--- config.mk ---
export PLATFORM = sky130hd
export DESIGN_NAME = vxe_txnreqa_decoder
export DESIGN_NICKNAME = d
export VERILOG_FILES = /design/src/rtl/vxe_txnreqa_decoder.sv
export SDC_FILE = /design/constraint.sdc
export NUM_CORES = 1
export LEC_CHECK = 0
export CAP_MARGIN = 20
export CORE_ASPECT_RATIO = 1.1
export CORE_MARGIN = 1.5
export CORE_UTILIZATION = 55
export CTS_CLUSTER_SIZE = 14
export DETAILED_ROUTE_END_ITERATION = 7
export DONT_BUFFER_PORTS = 1
export GPL_TIMING_DRIVEN = 0
export MAX_ROUTING_LAYER = met4
export PLACE_DENSITY = 0.82
export SKIP_CTS_REPAIR_TIMING = 1
export SYNTH_ARGS = -nofsm -noshare
export SYNTH_HDL_FRONTEND = slang
export SYNTH_SLANG_ARGS = --single-unit
--- constraint.sdc ---
create_clock -name clk -period 3.3 [get_ports clk]
set_input_delay 0.66 -clock clk [delete_from_list [all_inputs] [get_ports clk]]
set_output_delay 0.66 -clock clk [all_outputs]
set_load 0.02 [all_outputs]
--- src/rtl/vxe_txnreqa_decoder.sv ---
// Request-vector decoder: 2-entry input FIFO feeding in-order read/write
// output registers, with per-direction dispatch counters.
module vxe_txnreqa_decoder #(
    parameter int CNT_WIDTH = 16
) (
    input  logic                 clk,
    input  logic                 nrst,
    input  logic [43:0]          i_req_vec,
    input  logic                 i_req_vld,
    output logic                 o_req_rdy,
    output logic [5:0]           o_rd_txnid,
    output logic [39:0]          o_rd_addr,
    output logic                 o_rd_vld,
    input  logic                 i_rd_rdy,
    output logic [5:0]           o_wr_txnid,
    output logic [39:0]          o_wr_addr,
    output logic                 o_wr_vld,
    input  logic                 i_wr_rdy,
    input  logic                 i_cnt_clr,
    output logic [CNT_WIDTH-1:0] o_rd_cnt,
    output logic [CNT_WIDTH-1:0] o_wr_cnt
);
    localparam logic [CNT_WIDTH-1:0] CNT_ONE = {{(CNT_WIDTH-1){1'b0}}, 1'b1};

    logic [43:0]          buf_r [2];
    logic                 wr_ptr_r;
    logic                 rd_ptr_r;
    logic [1:0]           occ_r;
    logic                 req_rdy_r;
    logic [5:0]           rd_txnid_r;
    logic [39:0]          rd_addr_r;
    logic                 rd_vld_r;
    logic [5:0]           wr_txnid_r;
    logic [39:0]          wr_addr_r;
    logic                 wr_vld_r;
    logic [CNT_WIDTH-1:0] rd_cnt_r;
    logic [CNT_WIDTH-1:0] wr_cnt_r;

    logic [43:0]          head_s;
    logic                 head_vld_s;
    logic                 head_rnw_s;
    logic                 rd_hs_s;
    logic                 wr_hs_s;
    logic                 rd_load_s;
    logic                 wr_load_s;
    logic                 push_s;
    logic                 pop_s;
    logic [1:0]           occ_nxt_s;

    // Head decode and dispatch decision; a blocked head stalls both channels
    always_comb begin
        head_s     = buf_r[rd_ptr_r];
        head_vld_s = (occ_r != 2'd0);
        head_rnw_s = head_s[37];
        rd_hs_s    = rd_vld_r & i_rd_rdy;
        wr_hs_s    = wr_vld_r & i_wr_rdy;
        rd_load_s  = head_vld_s &  head_rnw_s & (~rd_vld_r | i_rd_rdy);
        wr_load_s  = head_vld_s & ~head_rnw_s & (~wr_vld_r | i_wr_rdy);
        pop_s      = rd_load_s | wr_load_s;
        push_s     = i_req_vld & req_rdy_r;
        occ_nxt_s  = occ_r + {1'b0, push_s} - {1'b0, pop_s};
    end

    // Input FIFO storage, pointers, occupancy and registered ready
    always_ff @(posedge clk or negedge nrst) begin
        if (!nrst) begin
            buf_r[0]  <= 44'd0;
            buf_r[1]  <= 44'd0;
            wr_ptr_r  <= 1'b0;
            rd_ptr_r  <= 1'b0;
            occ_r     <= 2'd0;
            req_rdy_r <= 1'b0;
        end else begin
            // When full, a push overwrites the slot being popped this cycle
            if (push_s) begin
                buf_r[wr_ptr_r] <= i_req_vec;
                wr_ptr_r        <= ~wr_ptr_r;
            end
            if (pop_s) begin
                rd_ptr_r <= ~rd_ptr_r;
            end
            occ_r     <= occ_nxt_s;
            req_rdy_r <= (occ_nxt_s < 2'd2);
        end
    end

    // Read and write output registers; data holds until the next load
    always_ff @(posedge clk or negedge nrst) begin
        if (!nrst) begin
            rd_vld_r   <= 1'b0;
            rd_txnid_r <= 6'd0;
            rd_addr_r  <= 40'd0;
            wr_vld_r   <= 1'b0;
            wr_txnid_r <= 6'd0;
            wr_addr_r  <= 40'd0;
        end else begin
            if (rd_load_s) begin
                rd_vld_r   <= 1'b1;
                rd_txnid_r <= head_s[43:38];
                rd_addr_r  <= {head_s[36:0], 3'b000};
            end else if (rd_hs_s) begin
                rd_vld_r <= 1'b0;
            end
            if (wr_load_s) begin
                wr_vld_r   <= 1'b1;
                wr_txnid_r <= head_s[43:38];
                wr_addr_r  <= {head_s[36:0], 3'b000};
            end else if (wr_hs_s) begin
                wr_vld_r <= 1'b0;
            end
        end
    end

    // Dispatch counters; clear wins over a same-cycle handshake
    always_ff @(posedge clk or negedge nrst) begin
        if (!nrst) begin
            rd_cnt_r <= '0;
            wr_cnt_r <= '0;
        end else if (i_cnt_clr) begin
            rd_cnt_r <= '0;
            wr_cnt_r <= '0;
        end else begin
            if (rd_hs_s) begin
                rd_cnt_r <= rd_cnt_r + CNT_ONE;
            end
            if (wr_hs_s) begin
                wr_cnt_r <= wr_cnt_r + CNT_ONE;
            end
        end
    end

    assign o_req_rdy  = req_rdy_r;
    assign o_rd_txnid = rd_txnid_r;
    assign o_rd_addr  = rd_addr_r;
    assign o_rd_vld   = rd_vld_r;
    assign o_wr_txnid = wr_txnid_r;
    assign o_wr_addr  = wr_addr_r;
    assign o_wr_vld   = wr_vld_r;
    assign o_rd_cnt   = rd_cnt_r;
    assign o_wr_cnt   = wr_cnt_r;

endmodule
# Word-level counts from Yosys, hierarchy flattened
# Cells that the tools add are included.
# W data, S select, Z words.
[word_totals]
inputBits = 50
output_inout_bits = 127
register_bits = 213
wordCells = 59
[op_classes]
bitwise = 17
add_sub_neg = 4
n_lt_le_gt_ge = 4
n_reduce_logical = 6
n_mux = 14
[op_table]
columns = ["op", "n"]
rows = [
  ["$mux W44", 4],
  ["$bwmux W88", 1],
  ["$mux W16", 4],
  ["$demux W44 S1", 1],
  ["$add A16 B1 Y16 const B", 2],
  ["$reduce_bool A2 Y1", 5],
  ["$and A1 B1 Y1", 7],
  ["$not A1 Y1", 5],
  ["$ge A2 B2 Y1 const B", 2],
  ["$mux W1", 4],
  ["$not A1 Y2", 2],
  ["$or A1 B1 Y1", 3],
  ["$add A2 B1 Y2", 1],
  ["$lt A2 B1 Y1 const B", 1],
  ["$lt A2 B2 Y1 const B", 1],
  ["$sub A2 B1 Y2", 1],
  ["$logic_and A1 B1 Y1", 1],
]

# Longest topological paths before layout
# Gate-level depths: netlist of the first run.
[logic_depth]
depth_word = 10
depth_mapped = 10
depth_no_buf = 9

# Least setup slack after synthesis of the first run
# No wires, ideal clock.
[synth_path]
path_type = "in2reg"
from = "input i_wr_rdy"
to = "register occ_r[1]"
stages = 9
path_buffers = 0
required_ps = 3179
arrival_time_ps = 2113
slack_ps = 1067
setup_ps = 121
cell_sequence = "nand2b_1 -> nor3b_4 -> or2_2 -> ha_1 -> inv_1 -> ha_1 -> xnor2_1 -> xor2_1 -> inv_1"
[synth_between]
elab_chain_len = 4
[synth_rtl]
columns = ["item", "line_no", "rtl"]
rows = [
  ["from (decl)", "18", "input logic i_wr_rdy,"],
  ["$or A1 B1 Y1", "58", "wr_load_s = head_vld_s & ~head_rnw_s & (~wr_vld_r | i_wr_rdy);"],
  ["$and A1 B1 Y1", "58", ""],
  ["$or A1 B1 Y1", "59", "pop_s = rd_load_s | wr_load_s;"],
  ["via pop_s", "47", "logic pop_s;"],
  ["$sub A2 B1 Y2", "61", "occ_nxt_s = occ_r + {1'b0, push_s} - {1'b0, pop_s};"],
  ["via occ_nxt_s[1]", "48", "logic [1:0] occ_nxt_s;"],
  ["to (signal assigned)", "82", "occ_r <= occ_nxt_s;"],
  ["to (decl)", "28", "logic [1:0] occ_r;"],
]
# The timed path passes the listed nets, and every way through them passes these cells.
# A chain may end at the register's enable or synchronous reset.

# Final worst setup path of the first run
[layout_path]
from = "register rd_ptr_r"
to = "register occ_r[1]"
[layout_between]
elab_chain_len = 9
word_cells_on_any_way = 11
classes_between = "1 x add/sub; 3 x mux; 7 x bitwise"
[layout_rtl]
columns = ["item", "line_no", "rtl"]
rows = [
  ["from (decl)", "27", "logic rd_ptr_r;"],
  ["from (signal assigned)", "80", "rd_ptr_r <= ~rd_ptr_r;"],
  ["$not A1 Y2 (not written as such) *", "52", "head_s = buf_r[rd_ptr_r];"],
  ["$mux W44 (not written as such) * (3 in a row)", "52", ""],
  ["$not A1 Y1", "58", ""],
  ["$and A1 B1 Y1 (2 in a row)", "58", ""],
  ["$or A1 B1 Y1 *", "59", ""],
  ["via pop_s", "47", ""],
  ["$sub A2 B1 Y2 *", "61", ""],
  ["via occ_nxt_s[1]", "48", ""],
]
# The timed path passes the listed nets; every way through them passes the cells marked *. The select of a mux whose other input is x is not followed.

==> flow_summary.json, run 1 <==
{
  "crit_chain": "buf_2 -> mux2i_1 -> nor3_2 -> or2_2 -> ha_1 -> inv_1 -> ha_1 -> xnor2_1 -> xor2_1 -> inv_1",
  "row_count": 48,
  "relSlewSlack": 0.486,
  "synthCells": 713,
  "hold_slack_ps": -146,
  "finalSetupViolations": 0,
  "crit_family": "simple AND/OR/NAND/NOR gates",
  "maxCapViolCount": 0,
  "overflow": 0,
  "final_area_mm2": 0.00985,
  "grt_pass1_vias": 6196,
  "grtUsageTotal": 0.245,
  "skew_ps": 10.8,
  "ant_nets": 0,
  "drt_wl_total_um": 19900,
  "drc": 0,
  "slowest_stage": "or2_2",
  "clock_latency_ps": 490,
  "syn_area_mm2": 0.00874,
  "grt_pass1_wl_um": 31000,
  "netlist.area_leader.share": 0.610,
  "post_dp_cell_area_mm2": 0.00901,
  "rsz0062_at_grt": "false",
  "nNetsFinal": 796,
  "ys_top_cells_by_count": "dfrtp_1 (213), nor2_1 (117), mux2_2 (96)",
  "cts_made_buffers": 22,
  "n_antenna_cell": 0,
  "cts_tree": "built",
  "drive_gt1_frac": 0.235,
  "cp_data_required_time_ps": 3680,
  "wire_per_inst_um": 20.7,
  "outcome": "finished, violations left",
  "viasPerCell": 5.84,
  "dp_hpwl_um": 13600,
  "irDropWorstVdd_v": 0.000690,
  "synth_area_leaders": "dfrtp_1 (61%), mux2_2 (12%), a21oi_1 (5.2%)",
  "clkTransAtPathRegs_ps": 60,
  "pin_count": 177,
  "report.final.slew_viol_count": 0,
  "hold_viol": 213,
  "r2r-start": "rd_ptr_r",
  "end_kind": "flop",
  "root_buffer": "clkbuf_16",
  "finalCritPeriodShare": 0.740,
  "dr.pass1.iters": 6,
  "async_flop_share": 1.00,
  "crit_start": "rd_ptr_r",
  "dieArea_mm2": 0.0167,
  "ys.flop_type": "dfrtp_1",
  "r2r_cells": 10,
  "start_util": 0.560,
  "ys_warn_count": 0,
  "cts.sinks": 213,
  "numPortBuffers": 0,
  "worst_pin_slew_ps": 772,
  "place_inst": 918,
  "fillerInstances": 1182,
  "grt_start_max_net_pins": 214,
  "synth_top_area_cell": "dfrtp_1",
  "tns_ps": 0,
  "finalNonFillerCells": 958,
  "ys_ff_latch": 213,
  "clock_path_buffers": 3,
  "synth-seq-area-share": 0.610,
  "slowest_delay_ps": 340,
  "arrival_ps": 2820,
  "synth_most_common_cell": "dfrtp_1",
  "power.leakage_nw": 4.40,
  "synth_area_per_cell_um2": 12.3,
  "startpoint_type": "flop",
  "vias": 5596,
  "cts_max_level": 1,
  "crit_cells": 10,
  "violations": "negative hold slack",
  "first_iter_violations": 335,
  "area_growth_pct": 12.6,
  "finalCriticalPeriod_ps": 2440,
  "synth_edf_count": 0,
  "die_h_um": 135,
  "die_w_um": 123,
  "p_per_area_mw_per_mm2": 1170,
  "synth.distinct_cells": 35,
  "fmax_mhz": 410,
  "path_buf_inv": 3,
  "antenna_found_initial": 0,
  "path_max_fanout": 10,
  "routabilityCongestion": 0.815,
  "core-area_mm2": 0.0156,
  "hp-class": "primary input to asynchronous set/reset pin",
  "criticalPathCategory": "flop to flop"
}
==> cell usage in the layout (no fill, tap or decap), types with 2 or more instances in the layout <==
master     instances
dfrtp_1          213
nor2_1           117
mux2_2            96
a21oi_1           90
mux2i_1           44
clkbuf_16         23
buf_2             21
nand2_1           15
xnor2_1           13
nand3_1           13
xor2_1            10
buf_4             10
clkbuf_1           9
inv_1              8
nor2b_1            7
nor4_1             6
nor3_1             6
conb_1             6
clkinv_2           6
bufinv_16          5
clkbuf_8           5
nand4_1            4
ha_1               4
o21ai_0            3
or2_2              2
buf_1              2
and3_1             2
nand3_2            2
nor4_4             2
and4_1             2
or3_1              2
nor3b_1            2
==> kinds of logic (layout without fill, tap and decap cells) <==
family,count (synthesis),after routing,share of synthesized area
flops,213,213,0.610
simple gates,187,187,0.103
mux,141,141,0.176
compound gates,94,94,0.0541
buf+inv,50,90,0.0288
xor+xnor,23,23,0.0230
fa+ha+maj,4,4,0.00572
other cells,1,6,0.000429
==> path summary, 6_finish.rpt <==
kind | to | slack, ps
worst max register to register | occ_r[1] | 860
min in group clk | buf_r[87] | 310
worst min-delay path | o_wr_addr[10] | -150
max in group asynchronous | o_wr_vld | 3080
worst min register to register | o_req_rdy | 500
worst max-delay path | occ_r[1] | 860
==> stage by stage <==
step	hold slack, ps	setup slack [ps]	power (W)	util
after floorplan	364	1070	0.00768	-
after global placement	368	898	0.00841	0.577
after detailed placement	367	833	0.00875	0.577
after CTS	-162	808	0.0116	0.631
after global routing	-161	609	0.0121	0.631
final	-146	859	0.0115	0.631
==> power breakdown <==
part	internal [W]	switching [W]	leakage [nW]
registers	0.00381	0.00151	2.53
logic	0.00149	0.00192	1.45
clock network	0.00177	0.00101	0.414
==> metal layers <==
layer	track usage	share of wire	up-vias
met5	-	0	-
met4	0.0983	0.035	0
met3	0.0648	0.079	47
met2	0.417	0.51	226
met1	0.273	0.38	2832
li1	-	-	2491
==> registers in the layout (all words and copies together) (netlist names) <==
register and count:
o_rd_vld 1, o_wr_txnid 6, o_rd_addr 37, wr_ptr_r 1, o_rd_cnt 16, o_wr_cnt 16, buf_r 88, o_wr_vld 1
o_req_rdy 1, o_rd_txnid 6, rd_ptr_r 1, o_wr_addr 37, occ_r 2
==> cell type report <==
class | instances | area [um^2] | share of cell area
multi-input cells | 455 | 3180 | 0.323
well taps | 200 | 250 | 0.0254
flip-flops and latches | 213 | 5330 | 0.541
clock inverters | 12 | 188 | 0.0191
plain buffers | 42 | 221 | 0.0225
inverters | 8 | 30.0 | 0.00305
clock buffers | 28 | 644 | 0.0654
No activity file was read; power rests on OpenSTA's default activity.
==> inputs of run 2 (changes only) <==
- PLACE_DENSITY: 0.82 -> 0.85
- clock period: 3.3 -> 2 ns (I/O delays scaled with it)
==> run 2 against run 1 <==
Compared with the run above: the run ends with negative hold slack, negative setup slack left; cell count increased by 0.73%; sequential power increased by 65%; combinational power increased by 74%; total power increased by 67%.
==> flow_summary.json, run 2 (synthesized netlist as in run 1, its figures left out) <==
{
  "dieArea_mm2": 0.0167,
  "violations": "negative hold slack, negative setup slack",
  "viasPerCell": 5.79,
  "slowest_stage": "dfrtp_1",
  "slowest_delay_ps": 380,
  "finalNonFillerCells": 965,
  "cts.sinks": 213,
  "grt_pass1_wl_um": 29900,
  "area_growth_pct": 14.0,
  "final_common_cell": "dfrtp_1",
  "criticalPathCategory": "flop to flop",
  "worst_pin_slew_ps": 845,
  "finalCritPeriodShare": 1.04,
  "overflow": 0,
  "relSlewSlack": 0.437,
  "hold_viol": 213,
  "drc": 0,
  "dp_hpwl_um": 12700,
  "setup_slack_ps": -74.6,
  "drt_wl_total_um": 19600,
  "clock_path_buffers": 3,
  "wire_per_inst_um": 20.3,
  "skew_ps": 12.0,
  "pin_count": 177,
  "path_max_fanout": 5,
  "final_cell_mix": "dfrtp_1 (203), nor2_1 (116), mux2_2 (96)",
  "grtUsageTotal": 0.236,
  "numPortBuffers": 0,
  "arrival_ps": 2450,
  "finalCriticalPeriod_ps": 2070,
  "crit_chain": "buf_8 -> mux2_4 -> nor3b_4 -> or2_4 -> ha_4 -> inv_2 -> ha_4 -> xnor2_2 -> xor2_1 -> inv_1",
  "n_antenna_cell": 0,
  "row_count": 48,
  "nNetsFinal": 804,
  "tns_ps": -74.6,
  "cts_tree": "built",
  "report.final.slew_viol_count": 0,
  "grt_start_max_net_pins": 214,
  "r2r-start": "rd_ptr_r",
  "rsz0062_at_grt": "true",
  "r2r_cells": 10,
  "met3_length_um": 1790,
  "finalSetupViolations": 1,
  "top_layer_used": "met4",
  "largest_register": "buf_r",
  "antenna_found_initial": 0,
  "core-area_mm2": 0.0156,
  "path_buf_inv": 3,
  "first_iter_violations": 286,
  "dr_wl_met2_um": 9710,
  "rrSetupSlack_ps": -70,
  "crit_top_cell": "ha_4",
  "cts_made_buffers": 22,
  "vias": 5592,
  "outcome": "finished, violations left",
  "hold_slack_ps": -396,
  "p_per_area_mw_per_mm2": 1920,
  "place_inst": 918,
  "irDropWorstVdd_v": 0.00108,
  "power.leakage_nw": 4.43,
  "cp_data_required_time_ps": 2370,
  "fmax_mhz": 482,
  "clock_latency_ps": 490,
  "clkTransAtPathRegs_ps": 60,
  "startpoint_type": "flop",
  "ant_nets": 0,
  "post_dp_cell_area_mm2": 0.00906,
  "die_w_um": 123,
  "drive_gt1_frac": 0.265,
  "start_util": 0.560,
  "crit_family": "simple AND/OR/NAND/NOR gates",
  "die_h_um": 135,
  "routabilityCongestion": 0.743,
  "hp-class": "primary input to asynchronous set/reset pin",
  "met1Wirelength_um": 7740,
  "end_kind": "flop",
  "cts_max_level": 1,
  "dr.pass1.iters": 4,
  "grt_pass1_vias": 5765,
  "maxCapViolCount": 0,
  "final_area_mm2": 0.00997,
  "root_buffer": "clkbuf_16",
  "largest_reg_flops": 88,
  "reg2reg_to": "occ_r[1]"
}
[run 2: power breakdown]
group          total (W)  switching (W)  internal, W
Sequential       0.00880        0.00251      0.00630
Combinational    0.00592        0.00319      0.00273
Clock            0.00443        0.00162      0.00282
[run 2: how the worst max path moves through the flow]
stage	startpoint	endpoint	cells past startpoint
final	rd_ptr_r	occ_r[1]	10
after global routing	rd_ptr_r	occ_r[1]	10
after floorplan	rd_ptr_r	occ_r[1]	10
after detailed placement	rd_ptr_r	occ_r[1]	10
after global placement	rd_ptr_r	occ_r[1]	10
after CTS	rd_ptr_r	occ_r[1]	10
[run 2: per-stage QoR]
step	total power (W)	worst slack, ps	util	hold slack (ps)
after floorplan	0.0128	-17.7	-	104
after global placement	0.0142	-267	0.580	108
after detailed placement	0.0145	-326	0.580	109
after CTS	0.0191	-339	0.631	-413
after global routing	0.0202	-178	0.638	-413
final	0.0191	-74.6	0.638	-396
[run 2: layout make-up]
class,instances,area [um^2]
Fill cell,1208,5650
Sequential cell,213,5340
Multi-Input combinational cell,455,3250
Clock buffer,29,618
Tap cell,200,250
Buffer,41,235
Clock inverter,10,175
Timing Repair Buffer,9,67.6
Inverter,8,30.0
[run 2: routing by layer]
metal | vias to the layer above | track usage
met5 | - | -
met4 | 0 | 0.0670
met3 | 28 | 0.0774
met2 | 197 | 0.380
met1 | 2854 | 0.287
li1 | 2513 | -
==> inputs of run 3 (changes only) <==
- CORE_ASPECT_RATIO: 1.1 -> 1.4
- SKIP_LAST_GASP: default -> 1
==> run 3 against run 2 <==
Compared with the run above: the run still ends with negative hold slack, negative setup slack left; worst hold slack improved by 8.6 ps; worst setup slack got worse by 38 ps; clock skew decreased by 5.2 ps; sequential share of layout area increased by 0.56 points; maximum frequency decreased by 1.8%; total power decreased by 2.9%; non-clock buffer count increased by 1; critical path type unchanged; highest routed layer unchanged.
==> flow_summary.json, run 3 (synthesized netlist as in run 1, its figures left out) <==
{
  "outcome": "finished, violations left",
  "violations": "negative hold slack, negative setup slack",
  "final_cell_mix": "dfrtp_1 (206), nor2_1 (116), mux2_2 (96)",
  "finalCritPeriodShare": 1.06,
  "fin_total_pwr_w": 0.0186,
  "first_iter_violations": 351,
  "grtUsageTotal": 0.232,
  "drt_wl_total_um": 19000,
  "arrival_ps": 2480,
  "numPortBuffers": 0,
  "dr.pass1.iters": 6,
  "cts.sinks": 213,
  "irDropWorstVdd_v": 0.00104,
  "pin_count": 177,
  "grt_pass1_wl_um": 29100,
  "fmax_mhz": 473,
  "core-area_mm2": 0.0155,
  "final_common_cell": "dfrtp_1",
  "power.leakage_nw": 4.38,
  "die_h_um": 152,
  "dp_hpwl_um": 12700,
  "wire_per_inst_um": 19.8,
  "finalCriticalPeriod_ps": 2110,
  "criticalPathCategory": "flop to flop",
  "clkTransAtPathRegs_ps": 60,
  "r2r_cells": 10,
  "row_count": 54,
  "worst_pin_slew_ps": 856,
  "setup_slack_ps": -113,
  "viasPerCell": 5.74,
  "final_util": 0.634,
  "drive_gt1_frac": 0.263,
  "cts_max_level": 1,
  "root_buffer": "clkbuf_16",
  "largest_register": "buf_r",
  "hold_slack_ps": -387,
  "relSlewSlack": 0.430,
  "drc": 0,
  "area_growth_pct": 12.7,
  "routabilityCongestion": 0.775,
  "tns_ps": -146,
  "post_dp_cell_area_mm2": 0.00906,
  "end_kind": "flop",
  "skew_ps": 6.75,
  "path_max_fanout": 4,
  "hp-class": "primary input to asynchronous set/reset pin",
  "vias": 5509,
  "reg2reg_to": "occ_r[1]",
  "dp_slack_ps": -263,
  "n_antenna_cell": 0,
  "start_util": 0.563,
  "die_w_um": 110,
  "grt_start_max_net_pins": 214,
  "cp_data_required_time_ps": 2370,
  "final_area_mm2": 0.00986,
  "p_per_area_mw_per_mm2": 1890,
  "nNetsFinal": 804,
  "maxCapViolCount": 0,
  "r2r-start": "rd_ptr_r",
  "cts_made_buffers": 21,
  "dieArea_mm2": 0.0167,
  "grt_pass1_vias": 5712,
  "clock_latency_ps": 480,
  "rsz0062_at_grt": "true",
  "report.final.slew_viol_count": 0,
  "finalSetupViolations": 2,
  "clock_path_buffers": 3,
  "antenna_found_initial": 0,
  "cts_tree": "built",
  "ant_nets": 0,
  "largest_reg_flops": 88,
  "hold_viol": 213,
  "rrSetupSlack_ps": -110,
  "startpoint_type": "flop",
  "overflow": 0
}
-- run 3: changes by cell type in the layout (fill, tap and decap cells not counted), sizes merged --
cell / previous run / this run
bufinv: 5 / 1
clkinv: 5 / 6
clkinvlp: 0 / 1
-- run 3: worst max-delay path by stage --
stage / startpoint / to / slack (ps) / cells after the start
floorplan: rd_ptr_r / occ_r[1] / -20 / 10
global placement: rd_ptr_r / occ_r[1] / -220 / 10
detailed placement: rd_ptr_r / occ_r[1] / -260 / 10
CTS: rd_ptr_r / occ_r[1] / -260 / 10
global route: rd_ptr_r / occ_r[1] / -200 / 10
finish: rd_ptr_r / occ_r[1] / -110 / 10
-- run 3: stage by stage --
stage,hold slack (ps),instances
floorplan,104,718
global placement,110,914
detailed placement,109,914
CTS,-401,950
global route,-403,959
finish,-387,959
-- run 3: report_power, final --
| part | switching, W | internal (W) | total, W |
|---|---|---|---|
| sequential | 0.00247 | 0.00629 | 0.00876 |
| clock | 0.00159 | 0.00224 | 0.00382 |
| combinational | 0.00319 | 0.00282 | 0.00601 |
| total | 0.00724 | 0.0113 | 0.0186 |
-- run 3: cell type report --
cell class,count,area (um^2)
fillers,1191,5680
flip-flops and latches,213,5340
multi-input cells,455,3250
clock buffers,28,602
plain buffers,41,253
well taps,196,245
repair buffers,10,75.1
clock inverters,8,67.6
inverters,8,30.0
-- run 3: critical path, cell delays in order (launching register included) --
cell	delay [ps]
dfrtp_1	390
buf_8	130
mux2_4	310
nor3b_4	260
or2_4	180
ha_4	190
inv_2	60
ha_4	120
xnor2_2	110
xor2_1	200
inv_1	60
-- run 3: routing by layer --
layer,track usage,vias up,share of wire,routed length [um]
met3,0.0547,41,0.078,1480
li1,-,2505,-,-
met2,0.385,190,0.52,9890
met1,0.269,2773,0.37,7060
met4,0.0891,0,0.032,602
met5,-,-,0,0
